[src/rtl/ras_ptr_ctrl.sv]
// ras_ptr_ctrl
//   Pointer-based controller for the return address stack (RAS).
//
//   Predicted calls and returns from the predict stage move a speculative
//   top-of-stack pointer and occupancy count. Each accepted op saves its
//   pre-op {tos, count} state in a checkpoint FIFO. EX resolves the ops in
//   order:
//     - A correct prediction retires the oldest checkpoint.
//     - A misprediction restores the oldest checkpoint, replays the actual
//       op, flushes the FIFO, and spends one cycle in RECOVER.
//
//   Optional feature (macro RAS_STAT_EN): adds 32-bit wrapping counters
//   stat_push, stat_pop and stat_recover.
//
// Ports
//   clk, rstn                  clock, asynchronous active-low reset
//   pdc_valid/is_call/is_ret   predict-stage op
//   pdc_ret_pc                 return address pushed by a predicted call
//   pdc_ready                  predict op can be accepted this cycle
//   ex_valid/is_call/is_ret    in-order resolution of the oldest op
//   ex_ret_pc, ex_mis          actual return address, mispredict flag
//   rd_ptr                     registered top-of-stack index
//   stk_empty                  stack occupancy is zero
//   stk_we/waddr/wdata         stack RAM write port (combinational)
//   ex_orphan                  EX resolution arrived with no checkpoint
//   stat_push/pop/recover      statistics counters (RAS_STAT_EN only)
module ras_ptr_ctrl #(
    parameter int STACK_LEN  = 16,
    parameter int PTR_WIDTH  = 4,
    parameter int CKPT_DEPTH = 8,
    parameter int ADDR_WIDTH = 30
) (
    input  logic                  clk,
    input  logic                  rstn,
    input  logic                  pdc_valid,
    input  logic                  pdc_is_call,
    input  logic                  pdc_is_ret,
    input  logic [ADDR_WIDTH-1:0] pdc_ret_pc,
    output logic                  pdc_ready,
    input  logic                  ex_valid,
    input  logic                  ex_is_call,
    input  logic                  ex_is_ret,
    input  logic [ADDR_WIDTH-1:0] ex_ret_pc,
    input  logic                  ex_mis,
    output logic [PTR_WIDTH-1:0]  rd_ptr,
    output logic                  stk_empty,
    output logic                  stk_we,
    output logic [PTR_WIDTH-1:0]  stk_waddr,
    output logic [ADDR_WIDTH-1:0] stk_wdata,
    output logic                  ex_orphan
`ifdef RAS_STAT_EN
    ,
    output logic [31:0]           stat_push,
    output logic [31:0]           stat_pop,
    output logic [31:0]           stat_recover
`endif
);

    localparam int CKPT_AW = (CKPT_DEPTH > 1) ? $clog2(CKPT_DEPTH) : 1;

    localparam logic [PTR_WIDTH-1:0] PTR_ZERO = PTR_WIDTH'(0);
    localparam logic [PTR_WIDTH-1:0] PTR_ONE  = PTR_WIDTH'(1);
    localparam logic [PTR_WIDTH:0]   CNT_ZERO = (PTR_WIDTH+1)'(0);
    localparam logic [PTR_WIDTH:0]   CNT_ONE  = (PTR_WIDTH+1)'(1);
    localparam logic [PTR_WIDTH:0]   CNT_FULL = (PTR_WIDTH+1)'(STACK_LEN);
    localparam logic [CKPT_AW-1:0]   IDX_ZERO = CKPT_AW'(0);
    localparam logic [CKPT_AW-1:0]   IDX_ONE  = CKPT_AW'(1);
    localparam logic [CKPT_AW:0]     OCC_ZERO = (CKPT_AW+1)'(0);
    localparam logic [CKPT_AW:0]     OCC_ONE  = (CKPT_AW+1)'(1);
    localparam logic [CKPT_AW:0]     OCC_FULL = (CKPT_AW+1)'(CKPT_DEPTH);

    typedef enum logic [0:0] {
        ST_RUN     = 1'b0,
        ST_RECOVER = 1'b1
    } state_t;

    state_t                  state_r;
    state_t                  state_nxt_s;
    logic [PTR_WIDTH-1:0]    tos_r;
    logic [PTR_WIDTH:0]      cnt_r;
    logic [PTR_WIDTH-1:0]    ckpt_ptr_r [CKPT_DEPTH];
    logic [PTR_WIDTH:0]      ckpt_cnt_r [CKPT_DEPTH];
    logic [CKPT_AW-1:0]      ckpt_head_r;
    logic [CKPT_AW-1:0]      ckpt_tail_r;
    logic [CKPT_AW:0]        ckpt_occ_r;

    logic                    ckpt_empty_s;
    logic                    ckpt_full_s;
    logic                    recover_s;
    logic                    dequeue_s;
    logic                    accept_s;
    logic                    op_en_s;
    logic                    op_call_s;
    logic                    op_ret_s;
    logic [PTR_WIDTH-1:0]    base_ptr_s;
    logic [PTR_WIDTH:0]      base_cnt_s;
    logic [ADDR_WIDTH-1:0]   op_pc_s;
    logic [PTR_WIDTH-1:0]    tos_nxt_s;
    logic [PTR_WIDTH:0]      cnt_nxt_s;
    logic                    we_s;
    logic [PTR_WIDTH-1:0]    waddr_s;

    // Handshake and control decode.
    // All outputs are held inactive while rstn is low.
    always_comb begin
        ckpt_empty_s = (ckpt_occ_r == OCC_ZERO);
        // ckpt_full is taken before this cycle's dequeue, so a retiring
        // checkpoint does not make room for a same-cycle predict op.
        ckpt_full_s  = (ckpt_occ_r == OCC_FULL);
        recover_s    = rstn & ex_valid & ~ckpt_empty_s & ex_mis;
        dequeue_s    = rstn & ex_valid & ~ckpt_empty_s & ~ex_mis;
        pdc_ready    = rstn & (state_r == ST_RUN) & ~ckpt_full_s & ~(ex_valid & ex_mis);
        accept_s     = pdc_valid & pdc_ready & (pdc_is_call | pdc_is_ret);
        ex_orphan    = rstn & ex_valid & ckpt_empty_s;
    end

    // Select which op reaches the stack this cycle.
    // A recovery replays the EX op on the head snapshot; otherwise an
    // accepted predict op is applied to the live state.
    always_comb begin
        op_en_s    = 1'b0;
        op_call_s  = 1'b0;
        op_ret_s   = 1'b0;
        base_ptr_s = tos_r;
        base_cnt_s = cnt_r;
        op_pc_s    = pdc_ret_pc;
        if (recover_s) begin
            op_en_s    = 1'b1;
            op_call_s  = ex_is_call;
            op_ret_s   = ex_is_ret;
            base_ptr_s = ckpt_ptr_r[ckpt_head_r];
            base_cnt_s = ckpt_cnt_r[ckpt_head_r];
            op_pc_s    = ex_ret_pc;
        end else begin
            op_en_s    = accept_s;
            op_call_s  = pdc_is_call;
            op_ret_s   = pdc_is_ret;
        end
    end

    // Apply the op.
    // A push overwrites the oldest entry once the stack is full.
    // A pop on an empty stack is a no-op.
    // call&ret (pop then push) rewrites the current top in place.
    always_comb begin
        tos_nxt_s = base_ptr_s;
        cnt_nxt_s = base_cnt_s;
        we_s      = 1'b0;
        waddr_s   = PTR_ZERO;
        if (op_en_s) begin
            case ({op_call_s, op_ret_s})
                2'b10: begin
                    tos_nxt_s = base_ptr_s + PTR_ONE;
                    cnt_nxt_s = (base_cnt_s == CNT_FULL) ? base_cnt_s : base_cnt_s + CNT_ONE;
                    we_s      = 1'b1;
                    waddr_s   = base_ptr_s + PTR_ONE;
                end
                2'b01: begin
                    if (base_cnt_s != CNT_ZERO) begin
                        tos_nxt_s = base_ptr_s - PTR_ONE;
                        cnt_nxt_s = base_cnt_s - CNT_ONE;
                    end else begin
                        tos_nxt_s = base_ptr_s;
                        cnt_nxt_s = base_cnt_s;
                    end
                end
                2'b11: begin
                    we_s    = 1'b1;
                    waddr_s = base_ptr_s;
                end
                default: begin
                    tos_nxt_s = base_ptr_s;
                    cnt_nxt_s = base_cnt_s;
                end
            endcase
        end else begin
            tos_nxt_s = tos_r;
            cnt_nxt_s = cnt_r;
        end
    end

    // Drive the stack RAM write port and the read-side status outputs.
    always_comb begin
        stk_we    = we_s;
        stk_waddr = waddr_s;
        stk_wdata = op_pc_s;
        rd_ptr    = tos_r;
        stk_empty = (cnt_r == CNT_ZERO);
    end

    // Next-state logic for the recovery FSM.
    always_comb begin
        state_nxt_s = ST_RUN;
        case (state_r)
            ST_RUN: begin
                if (recover_s) begin
                    state_nxt_s = ST_RECOVER;
                end else begin
                    state_nxt_s = ST_RUN;
                end
            end
            ST_RECOVER: state_nxt_s = ST_RUN;
            default:    state_nxt_s = ST_RUN;
        endcase
    end

    // State register, speculative top-of-stack pointer and count.
    always_ff @(posedge clk or negedge rstn) begin
        if (!rstn) begin
            state_r <= ST_RUN;
            tos_r   <= PTR_ZERO;
            cnt_r   <= CNT_ZERO;
        end else begin
            state_r <= state_nxt_s;
            tos_r   <= tos_nxt_s;
            cnt_r   <= cnt_nxt_s;
        end
    end

    // Checkpoint FIFO pointers.
    // A recovery flushes the whole FIFO, including the head it restored.
    always_ff @(posedge clk or negedge rstn) begin
        if (!rstn) begin
            ckpt_head_r <= IDX_ZERO;
            ckpt_tail_r <= IDX_ZERO;
            ckpt_occ_r  <= OCC_ZERO;
        end else if (recover_s) begin
            ckpt_head_r <= IDX_ZERO;
            ckpt_tail_r <= IDX_ZERO;
            ckpt_occ_r  <= OCC_ZERO;
        end else begin
            if (dequeue_s) begin
                ckpt_head_r <= ckpt_head_r + IDX_ONE;
            end else begin
                ckpt_head_r <= ckpt_head_r;
            end
            if (accept_s) begin
                ckpt_tail_r <= ckpt_tail_r + IDX_ONE;
            end else begin
                ckpt_tail_r <= ckpt_tail_r;
            end
            case ({accept_s, dequeue_s})
                2'b10:   ckpt_occ_r <= ckpt_occ_r + OCC_ONE;
                2'b01:   ckpt_occ_r <= ckpt_occ_r - OCC_ONE;
                default: ckpt_occ_r <= ckpt_occ_r;
            endcase
        end
    end

    // Checkpoint payload storage.
    // Validity is tracked by the pointers above, so the payload is not reset.
    always_ff @(posedge clk) begin
        if (accept_s) begin
            ckpt_ptr_r[ckpt_tail_r] <= tos_r;
            ckpt_cnt_r[ckpt_tail_r] <= cnt_r;
        end
    end

`ifdef RAS_STAT_EN
    // Statistics counters.
    // Pushes and pops count every op applied to the stack, including the op
    // replayed on recovery. call&ret counts once in each.
    always_ff @(posedge clk or negedge rstn) begin
        if (!rstn) begin
            stat_push    <= 32'd0;
            stat_pop     <= 32'd0;
            stat_recover <= 32'd0;
        end else begin
            stat_push    <= stat_push    + {31'd0, op_en_s & op_call_s};
            stat_pop     <= stat_pop     + {31'd0, op_en_s & op_ret_s};
            stat_recover <= stat_recover + {31'd0, recover_s};
        end
    end
`endif

endmodule

[config.mk]
export PLATFORM = sky130hd
export DESIGN_NAME = ras_ptr_ctrl
export DESIGN_NICKNAME = d
export VERILOG_FILES = /design/src/rtl/ras_ptr_ctrl.sv
export SDC_FILE = /design/constraint.sdc
export NUM_CORES = 1
export LEC_CHECK = 0
export CORE_MARGIN = 5
export CORE_UTILIZATION = 50
export DETAILED_ROUTE_END_ITERATION = 16
export HOLD_SLACK_MARGIN = 0.15
export PLACE_DENSITY_LB_ADDON = 0.08
export SYNTH_ARGS = -nofsm -noshare
export SYNTH_HDL_FRONTEND = slang
export SYNTH_SLANG_ARGS = --single-unit
[constraint.sdc]
create_clock -name clk -period 5.3 [get_ports clk]
set_input_delay 1.06 -clock clk [delete_from_list [all_inputs] [get_ports clk]]
set_output_delay 1.06 -clock clk [all_outputs]
set_load 0.02 [all_outputs]
=== Word-level counts from Yosys, hierarchy flattened ===
Memory sizes are Yosys's and may differ from the RTL's.
Cells that the tools add are included.

* Flip-flop bits (word level): 20
* Bits in latches: 0
* Memory bits (writable): 72
* Bits in read-only memories: 0
* Output and inout port bits: 42
* Memories: 2

{| class="wikitable"
|+ Memories
! name !! words !! bits a word !! rd ports !! clocked after Yosys merged registers in !! write ports !! line !! RTL
|-
| ckpt_cnt_r || 8 || 5 || 1 || 0 || 1 || 82 || <nowiki>logic [PTR_WIDTH:0] ckpt_cnt_r [CKPT_DEPTH];</nowiki>
|-
| ckpt_ptr_r || 8 || 4 || 1 || 0 || 1 || 81 || <nowiki>logic [PTR_WIDTH-1:0] ckpt_ptr_r [CKPT_DEPTH];</nowiki>
|}

* $add $sub $neg: 8
* $mul: 0
* Divide/modulo/power cells: 0
* Order comparisons: 0
* Eq/ne operators: 7
* Shift operators: 0
* Mux-type cells: 25
* Bitwise operators: 17
* Reductions and logical operators: 7

{| class="wikitable"
|+ Operators by type and width
! cell !! count
|-
| 2-to-1 mux 30 bit || 1
|-
| one-hot mux 4 bit (2 select lines) || 3
|-
| 2-to-1 mux 4 bit || 4
|-
| 2-to-1 mux 5 bit || 3
|-
| 2-to-1 mux 3 bit || 4
|-
| AND 1 bit || 11
|-
| one-hot mux 5 bit (2 select lines) || 1
|-
| adder 4 x 1 -> 4 bit, second input constant || 2
|-
| 2-to-1 mux 1 bit || 8
|-
| subtractor 4 x 1 -> 4 bit, second input constant || 2
|-
| adder 3 x 1 -> 3 bit, second input constant || 2
|-
| equality test 2 bit, second input constant || 3
|-
| adder 5 x 1 -> 5 bit, second input constant || 1
|-
| equality test 5 bit, second input constant || 1
|-
| logical NOT 5 bit || 1
|-
| inverter 1 bit || 5
|-
| nonzero test 5 bit || 1
|-
| subtractor 5 x 1 -> 5 bit, second input constant || 1
|-
| equality test 2 x 1 -> 1 bit, second input constant || 2
|-
| equality test 4 bit, second input constant || 1
|-
| logical NOT 4 bit || 1
|-
| nonzero test 2 bit || 2
|-
| nonzero test 3 bit || 1
|-
| one-hot mux 1 bit (2 select lines) || 1
|-
| 2 further kinds || 2
|}

=== Longest topological paths before layout ===
Gate-level depths: netlist (run 1).

* Word-level depth: 9
* Mapped depth: 16

=== Worst setup path after synthesis (run 1) ===
OpenSTA, ideal clock, no wires.

* Kind: input-to-output
* From: input port ex_valid
* To: output port stk_waddr[3]
* Arrival: 3.546 ns
* Slack: 0.694 ns
* Stages on the path: 10
* Cell sequence: nand3_1 > nor2_2 > buf_2 > buf_1 > clkbuf_1 > mux2i_1 > ha_1 > clkbuf_1 > nand2_1 > a21oi_1

* Longest elaborated chain between the ends: 7
* Elaborated cells between the ends (all ways): 17
* Classes of those cells: add/sub (1); eq/ne (2); mux (6); bitwise (8)

{| class="wikitable"
|+ RTL lines
! item !! line !! RTL
|-
| start: declaration || 40 || <nowiki>input logic ex_valid,</nowiki>
|-
| AND 1 bit (on tied branches) || 110, 112 ||
|-
| AND 1 bit / inverter 1 bit (equally long branches) || 110, 112 ||
|-
| AND 1 bit (on tied branches) || 110, 112 ||
|-
| 2-to-1 mux 4 bit, or another cell as far along || 127 || <nowiki>if (recover_s) begin</nowiki>
|-
| adder 4 x 1 -> 4 bit, or another cell as far along || 156 || <nowiki>waddr_s = base_ptr_s + PTR_ONE;</nowiki>
|-
| one-hot mux 4 bit (2 select lines) / 2-to-1 mux 1 bit (equally long branches) || 151, 127 ||
|-
| 2-to-1 mux 4 bit (*) || 150 || <nowiki>if (op_en_s) begin</nowiki>
|-
| end: declaration || 48 || <nowiki>output logic [PTR_WIDTH-1:0] stk_waddr,</nowiki>
|}

Every way passes the cells marked *; elsewhere a longest branch is shown, timed or not.

=== Final worst setup path (run 1) ===
* From: input port ex_mis
* To: output port stk_waddr[2]

* Longest elaborated chain between the ends: 7
* Elaborated cells between the ends (all ways): 15
* Classes of those cells: add/sub (1); eq/ne (2); mux (6); bitwise (6)

{| class="wikitable"
|+ RTL lines
! item !! line !! RTL
|-
| start: declaration || 44 || <nowiki>input logic ex_mis,</nowiki>
|-
| branches (longest 6 deep; another with adder 4 x 1 -> 4 bit) || -- ||
|-
| 2-to-1 mux 4 bit (*) || 150 ||
|}

Every way passes the cells marked *.

==> results of run 1 <==
## path summary, 6_finish.rpt
check	startpoint	endpoint	slack [ps]
max	ex_mis	stk_waddr[2]	490
min	state_r	state_r	450
max reg2reg	ckpt_head_r[1]	rd_ptr[1]	1900
min reg2reg	state_r	state_r	450
max in group asynchronous	rstn	rd_ptr[2]	3940
min in group asynchronous	rstn	ckpt_occ_r[0]	1120
## metal layers
layer / track usage (%) / vias to the layer above / share of wire [%]
li1: - / 1658 / -
met5: 0 / - / 0
met3: 5.167 / 13 / 7.4
met1: 27.20 / 1757 / 41
met4: 5.699 / 0 / 0.99
met2: 33.65 / 144 / 50
## cell usage in the layout, fill, tap and decap left out, types with 5 or more instances in the layout
cell,synthesis,layout
inv_1,9,9
nand2_1,23,23
dfrtp_1,20,20
nor3_1,5,5
clkdlybuf4s50_1,0,110
xor2_1,5,5
buf_4,1,11
mux2_2,45,45
ha_1,11,11
mux4_2,17,17
nand3_1,11,11
nor2_1,35,35
edfxtp_1,72,72
a21oi_1,13,13
clkbuf_8,0,9
mux2i_1,13,13
a31oi_1,6,6
o21ai_0,8,8
nand2b_1,5,5
## metrics by stage
stage / std cells / hold slack (ps) / power (mW)
3_5_place_dp: 608 / 422.0 / 2.277
3_3_place_gp: 608 / 437.2 / 2.249
5_1_grt: 623 / 465.7 / 2.893
2_1_floorplan: 372 / 402.8 / 1.896
6_report: 623 / 446.4 / 2.725
4_1_cts: 623 / 444.3 / 2.736
## kinds of logic (layout without fill, tap and decap cells)
group / Yosys count / in the layout / share of synthesized area [%]
xor+xnor: 7 / 7 / 1.238
simple gates: 96 / 96 / 9.500
buf+inv: 29 / 147 / 2.678
fa+ha+maj: 12 / 12 / 2.981
flops: 92 / 92 / 53.76
mux: 80 / 80 / 22.16
compound gates: 56 / 56 / 7.681
## sequential cells by signal (all words and copies together) (netlist names)
register / flops
ckpt_ptr_r: 32
ckpt_cnt_r: 40
cnt_r: 5
ckpt_head_r: 3
state_r: 1
ckpt_occ_r: 4
rd_ptr: 4
ckpt_tail_r: 3
## worst max-delay path: cells and delay by family
family,cells,cell delay [ps]
AO/OA/AOI/OAI,1,80
XOR/XNOR,1,180
adder cells (fa/ha/maj),1,250
buffers and inverters,2,1220
multiplexers,1,370
AND/OR/NAND/NOR,3,580
## power by group through the flow
stage | combinational [mW] | clock [mW] | sequential (mW)
after floorplan | 0.821 | 0 | 1.08
after global placement | 1.12 | 0 | 1.12
after detailed placement | 1.14 | 0 | 1.13
after CTS | 1.15 | 0.470 | 1.12
after global routing | 1.25 | 0.506 | 1.14
final | 1.15 | 0.464 | 1.11
## area by class of cell
class | count | share of cell area [%]
Sequential cell | 92 | 41.49
Multi-Input combinational cell | 251 | 33.77
Timing Repair Buffer | 121 | 18.44
Tap cell | 133 | 2.593
Clock buffer | 9 | 1.930
Clock inverter | 6 | 1.131
Inverter | 11 | 0.6434
==> impl_metrics.ini, run 1 <==
[drt]
drc = 0
wl_per_cell_um = 19.01
wirelength_mm = 11.84
drtPass1Iterations = 5
vias_per_cell = 5.734
vias = 3572
postRouteAntennaNets = 0
drt_iter0_markers = 285

[place]
io_buffers = 110
gp_congestion = 0.9006
dpl_cell_area_um2 = 6221
hpwl_mm = 8.981
pre_cts_slack_ps = 454.1

[layout]
multiInputGateArea_um2 = 2167
synthToLayoutAreaGrowth_pct = 29.59
drive_above_1_share_pct = 20.61
final_area_um2 = 6417
nFillCells = 761
final_core_util_pct = 65.96
n_antenna_cell = 0
nets = 566
seqCellArea_um2 = 2663

[synthesis]
synthArstFlopShare_pct = 21.74
yosys-top-cells-area = edfxtp_1 (44%), mux2_2 (10%), dfrtp_1 (10%)
syn_nets = 452
synth_seq_area_share_pct = 53.76
synth.most_common_cell = edfxtp_1
synth_top_area_cell = edfxtp_1
netlist_top_cells_count = edfxtp_1 (72), mux2_2 (45), nor2_1 (35)
ys_ff_latch = 92
synth-edff-count = 72
synth_top_cell_area_share_pct = 43.66
synth_area_um2 = 4952
synthFlopType = edfxtp_1
syn_area_per_cell_um2 = 13.31
synthCells = 372
ys_warn_count = 0
synth_cell_types = 59

[floorplan]
fp.dieH_um = 109.5
fp.coreArea_um2 = 9729
pin_count = 111
rows = 36
dieArea_um2 = 11990
dieWidth_um = 109.5
initial_core_util_pct = 50.90

[grt]
grtUsageTotal_pct = 20.52
gr-total-overflow = 0
antenna_found_initial = 0
grt_pass1_wl_mm = 18.60
grt_max_degree = 35
grt_pass1_vias = 3609

[clock_network]
clock_path_buffers = 2
cts_root_buffer = clkbuf_8
ctsHoldBuffers = 0
clkSinkCount = 92
cts.clk_slew.worst_paths_ps = 90
cts_buffers = 9
htreeDepth = 3
ctsResizeCount = 0
cts_tree = yes
clkLatencyLatePin_ps = 350
postCtsSetupBuffers = 0

[timing]
finClkSkew_ps = 12.85
worstMarginPinSlew_ps = 986.0
totalNegativeSetupSlack_ps = 0
grt_setup_unrepaired = no
maxSlewViolCount = 0
period_minus_slack_ps = 4808
fin_crit_sh_pct = 90.72
hold_viol_final = 0
fmax_mhz = 208.0
setup_violations = 0
max-slew-margin-rel_pct = 34.02
fin_ws_ps = 491.9

[critical_path]
cp_slowest_cell = clkdlybuf4s50_1
crit_fanout = 8
crit_path_end_kind = primary output
crit_path_cell_trace = clkdlybuf4s50_1 > nand3_1 > nor2_4 > mux2_4 > ha_1 > xor2_1 > a22oi_1 > nor2_1 > clkdlybuf4s50_1
worst-setup-path-type = in -> out
crit_required_ps = 4240
cpPeakStageDelay_ps = 630
ff2ff_path_depth = 9
start_kind = primary input
crit_arrival_ps = 3750
cp_common_cell = clkdlybuf4s50_1

[power_and_ir_drop]
intPower_mw = 1.726
p_leak_nw = 2.228
p_clk_share_pct = 17.0
powerDensity_nw_per_um2 = 424.7
ir_worst_vdd_v = 0.0002029
comb_power_share_pct = 42.1
p_seq_share_pct = 40.9
p_sw_mw = 0.9994
p_sw_share_pct = 36.67

[worst_hold_path]
min_delay_path_depth = 1
min_path_type = reg -> reg

[flow_run]
maxCapViolCount = 0

[run_status]
outcome = finished clean
(Power assumes the default switching activity.)
==> run 2, diff against run 1 <==
--- a/config.mk
+++ b/config.mk
@@ -9,7 +9,7 @@
 export CORE_UTILIZATION = 50
 export DETAILED_ROUTE_END_ITERATION = 16
 export HOLD_SLACK_MARGIN = 0.15
-export PLACE_DENSITY_LB_ADDON = 0.08
+export PLACE_DENSITY = 0.79
 export SYNTH_ARGS = -nofsm -noshare
 export SYNTH_HDL_FRONTEND = slang
 export SYNTH_SLANG_ARGS = --single-unit
==> run 2 against run 1 <==
Effect of this change: via count down 0.92%; die area stayed put; final area up 0.25%.
==> impl_metrics.ini, run 2 (synthesis gave the netlist of run 1 again) <==
[drt]
drtPass1Iterations = 4
vias = 3539
drc = 0
wl_met1_mm = 4.736
wirelength_mm = 11.80
drt_iter0_markers = 191
wl_met2_mm = 5.812
dr.max_layer_used = met4
vias_per_cell = 5.681
dr_wl_met3_mm = 1.011
postRouteAntennaNets = 0
wl_per_cell_um = 18.94

[power_and_ir_drop]
p_sw_mw = 0.9983
finalPower_mw = 2.763
ir_worst_vdd_v = 0.0001884
intPower_mw = 1.765
p_seq_share_pct = 41.6
p_sw_share_pct = 36.13
p_leak_nw = 2.242
p_clk_share_pct = 18.6
comb_power_share_pct = 39.8
powerDensity_nw_per_um2 = 429.5

[layout]
largest_register_ffs = 40
regMostFlops = ckpt_cnt_r
n_antenna_cell = 0
final_common_cell = clkdlybuf4s50_1
most-common-layout-cells = clkdlybuf4s50_1 (110), edfxtp_1 (72), mux2_2 (45)
final_core_util_pct = 66.13
drive_above_1_share_pct = 20.41
synthToLayoutAreaGrowth_pct = 29.91
nets = 565
reg_top3 = ckpt_cnt_r: 40 flops, ckpt_ptr_r: 32 flops, cnt_r: 5 flops
final_area_um2 = 6434

[floorplan]
dieArea_um2 = 11990
fp.dieH_um = 109.5
initial_core_util_pct = 50.90
fp.coreArea_um2 = 9729
pin_count = 111
dieWidth_um = 109.5
rows = 36

[grt]
antenna_found_initial = 0
grt_pass1_vias = 3679
grtUsageTotal_pct = 21.29
gr-total-overflow = 0
grt_max_degree = 45
grt_pass1_wl_mm = 19.18

[clock_network]
cts_tree = yes
htreeDepth = 3
clock_path_buffers = 2
cts_root_buffer = clkbuf_8
cts.clk_slew.worst_paths_ps = 90
cts_buffers = 9
clkSinkCount = 92
ctsResizeCount = 0
ctsHoldBuffers = 0
postCtsSetupBuffers = 0
clkLatencyLatePin_ps = 370

[timing]
fmax_mhz = 207.5
maxSlewViolCount = 0
hold_viol_final = 0
fin_ws_ps = 481.1
finClkSkew_ps = 14.88
worstMarginPinSlew_ps = 911.1
totalNegativeSetupSlack_ps = 0
fin_crit_sh_pct = 90.92
period_minus_slack_ps = 4819
setup_violations = 0
max-slew-margin-rel_pct = 39.04
grt_setup_unrepaired = no

[place]
dpl_cell_area_um2 = 6213
io_buffers = 110
hpwl_mm = 8.887
pre_cts_slack_ps = 488.8
gp_congestion = 1.023

[critical_path]
worst-setup-path-type = in -> out
crit_required_ps = 4240
cp_common_cell = clkdlybuf4s50_1
crit_arrival_ps = 3760
cpPeakStageDelay_ps = 640
cp_slowest_cell = clkdlybuf4s50_1
crit_fanout = 44
crit_path_end_kind = primary output
crit_path_cell_trace = clkdlybuf4s50_1 > nand3_1 > nor2_4 > buf_4 > nor2_1 > a21oi_1 > clkdlybuf4s50_1
start_kind = primary input

[flow_run]
maxCapViolCount = 0

[worst_hold_path]
min_path_type = reg -> reg

[run_status]
outcome = finished clean
==> run 2: cell count changes in the layout (fill, tap and decap cells not counted) <==
cell,previous run,this run
clkinvlp_4,3,1
clkinv_1,0,1
bufinv_16,1,2
buf_4,11,10
clkinv_2,0,1
==> run 2: layout make-up <==
type	instances	area, um2
Clock buffer	9	123.9
Clock inverter	7	96.34
Fill cell	727	3296
Inverter	11	41.29
Multi-Input combinational cell	251	2167
Sequential cell	92	2663
Tap cell	133	166.4
Timing Repair Buffer	120	1176
==> run 2: layer usage <==
layer  track usage [%]  vias up
met5                 0        -
met4             7.124        0
met3             5.109       17
met2             35.66      166
met1             27.28     1696
li1                  -     1660
==> run 2: critical path: cells and delay by family <==
kind	cells	cell delay [ps]
simple gates	3	720
compound gates	1	170
buf+inv	3	1780
==> run 2: power by group through the flow <==
stage	combinational (mW)	sequential [mW]	clock [mW]
3_5_place_dp	1.09	1.17	0
3_3_place_gp	1.07	1.16	0
5_1_grt	1.20	1.18	0.547
6_report	1.10	1.15	0.514
2_1_floorplan	0.821	1.08	0
4_1_cts	1.10	1.15	0.519
==> run 2: worst paths after layout <==
kind	to	slack, ps	startpoint	cells past startpoint
setup / recovery	stk_waddr[0]	480	ex_mis	7
hold / removal	state_r	440	state_r	1
setup reg to reg	cnt_r[2]	1870	ckpt_head_r[1]	9
hold reg to reg	state_r	440	state_r	1
max in group asynchronous	cnt_r[1]	3970	rstn	2
min in group asynchronous	ckpt_head_r[2]	1090	rstn	2
==> run 2: stage by stage <==
step,hold WS [ps],instances
finish,438.6,623
floorplan,402.8,372
global placement,429.7,607
CTS,441.5,623
global route,480.7,623
detailed placement,428.8,607
==> run 3, diff against run 2 <==
--- a/config.mk
+++ b/config.mk
@@ -8,8 +8,10 @@
 export CORE_MARGIN = 5
 export CORE_UTILIZATION = 50
 export DETAILED_ROUTE_END_ITERATION = 16
+export GPL_TIMING_DRIVEN = 0
 export HOLD_SLACK_MARGIN = 0.15
 export PLACE_DENSITY = 0.79
+export SKIP_CTS_REPAIR_TIMING = 1
 export SYNTH_ARGS = -nofsm -noshare
 export SYNTH_HDL_FRONTEND = slang
 export SYNTH_SLANG_ARGS = --single-unit
==> run 3 against run 2 <==
Effect of this change: sequential share of layout area shrank 0.18 points; sequential cell count is the same; non-clock buffer count up 11; first-iteration DRC count grew 19%; largest cell class unchanged; global-route usage down 0.18 points.
==> impl_metrics.ini, run 3 (synthesis gave the netlist of run 1 again) <==
[grt]
grt_pass1_vias = 3653
grt_max_degree = 25
grt_pass1_wl_mm = 18.89
gr-total-overflow = 0
antenna_found_initial = 0
grtUsageTotal_pct = 21.12

[floorplan]
pin_count = 111
dieWidth_um = 109.5
initial_core_util_pct = 50.90
rows = 36
dieArea_um2 = 11990
fp.coreArea_um2 = 9729
fp.dieH_um = 109.5

[timing]
maxSlewViolCount = 0
setup_violations = 0
max-slew-margin-rel_pct = 30.11
grt_setup_unrepaired = no
worstMarginPinSlew_ps = 1044
hold_viol_final = 0
fmax_mhz = 199.5
fin_crit_sh_pct = 94.55
period_minus_slack_ps = 5011
finClkSkew_ps = 15.52
holdWs_ps = 438.7

[drt]
wirelength_mm = 12.00
drt_iter0_markers = 228
drtPass1Iterations = 4
postRouteAntennaNets = 0
wl_per_cell_um = 18.93
drc = 0
vias_per_cell = 5.669
vias = 3594

[flow_run]
maxCapViolCount = 0

[layout]
n_antenna_cell = 0
nets = 576
regMostFlops = ckpt_cnt_r
drive_above_1_share_pct = 21.76
reg_top3 = ckpt_cnt_r: 40 flops, ckpt_ptr_r: 32 flops, cnt_r: 5 flops
most-common-layout-cells = clkdlybuf4s50_1 (103), edfxtp_1 (72), mux2_2 (45)
final_common_cell = clkdlybuf4s50_1
largest_register_ffs = 40
synthToLayoutAreaGrowth_pct = 30.47
final_core_util_pct = 66.41

[clock_network]
clkLatencyLatePin_ps = 370
clock_path_buffers = 2
htreeDepth = 3
cts_tree = yes
cts.clk_slew.worst_paths_ps = 90
cts_root_buffer = clkbuf_8
cts_buffers = 9
clkSinkCount = 92

[critical_path]
critical-path-top-delay-family = buffers and inverters
cp_common_cell = clkbuf_4
crit_arrival_ps = 3950
cp_slowest_cell = clkdlybuf4s50_1
worst-setup-path-type = in -> out
crit_path_cell_trace = clkdlybuf4s50_1 > nand3_1 > nor2_4 > clkbuf_4 > clkbuf_4 > clkbuf_4 > mux2i_1 > ha_1 > buf_2 > nand2_1 > a21oi_1 > dlymetal6s2s_1
crit_path_end_kind = primary output
ff2ff_path_depth = 16
crit_fanout = 10
start_kind = primary input
worstSetupPathDepth = 12
cpPeakStageDelay_ps = 560
crit_required_ps = 4240
path_buf_inv = 6

[run_status]
outcome = finished clean

[power_and_ir_drop]
ir_worst_vdd_v = 0.0001910
p_leak_nw = 2.321
powerDensity_nw_per_um2 = 421.2

[place]
io_buffers = 110
hpwl_mm = 9.002
gp_congestion = 0.8674

[worst_hold_path]
min_path_type = reg -> reg
min_delay_path_depth = 1
## run 3: changes by cell type in the layout (fill, tap and decap cells not counted), sizes merged, moves of 2 or more
cell	previous run	this run
clkinv	2	0
inv	13	16
clkbuf	9	22
clkdlybuf4s50	110	103
bufinv	2	0
dlymetal6s2s	0	4
## run 3: layer usage
| metal | global-route usage [%] | up-vias | routed length, um |
|---|---|---|---|
| li1 | - | 1682 | - |
| met1 | 26.44 | 1735 | 4868 |
| met2 | 34.87 | 161 | 5969 |
| met3 | 6.518 | 16 | 878 |
| met4 | 7.213 | 0 | 286 |
| met5 | 0 | - | 0 |
## run 3: path summary, 6_finish.rpt
check | slack (ps) | to | start
min | 440 | state_r | state_r
max in group asynchronous | 4430 | cnt_r[2] | rstn
min reg2reg | 440 | state_r | state_r
max | 290 | stk_waddr[3] | ex_valid
min in group asynchronous | 610 | state_r | rstn
max reg2reg | 1940 | rd_ptr[2] | ckpt_occ_r[1]
## run 3: area by class of cell
type / count / area, um2
Inverter: 11 / 41.29
Tap cell: 133 / 166.4
Multi-Input combinational cell: 251 / 2177
Timing Repair Buffer: 113 / 1121
Sequential cell: 92 / 2663
Clock inverter: 7 / 66.31
Clock buffer: 9 / 123.9
Buffer: 18 / 102.6
Fill cell: 726 / 3268
## run 3: power breakdown
part           total, mW  leakage, nW  switching [mW]  internal (mW)
registers           1.10        0.887           0.153          0.943
logic               1.17         1.34           0.603          0.569
clock network      0.453       0.0922           0.270          0.183
## run 3: worst reg2reg max path, cell delays in order, from the launching register on
cell	delay, ps
dfrtp_1	370
buf_2	180
nor4_4	360
nor2_4	90
clkbuf_4	220
clkbuf_4	220
clkbuf_4	220
mux2i_1	220
inv_1	90
ha_1	190
buf_2	160
inv_1	220
nor2_1	120
nand2_1	100
nor2_1	40
a211oi_1	340
a21oi_1	110
## run 3: per-stage QoR
stage | TNS (ps) | instance area (um2) | total power, mW | cells | setup slack (ps)
6_report | 0 | 6461 | 2.721 | 634 | 288.6
5_1_grt | 0 | 6461 | 2.883 | 634 | 52.44
4_1_cts | -38870 | 6420 | 2.723 | 631 | -1910
3_5_place_dp | -57730 | 6230 | 2.276 | 615 | -1921
3_3_place_gp | -53720 | 6220 | 2.231 | 615 | -1812
2_1_floorplan | 0 | 4952 | 1.896 | 372 | 694.4
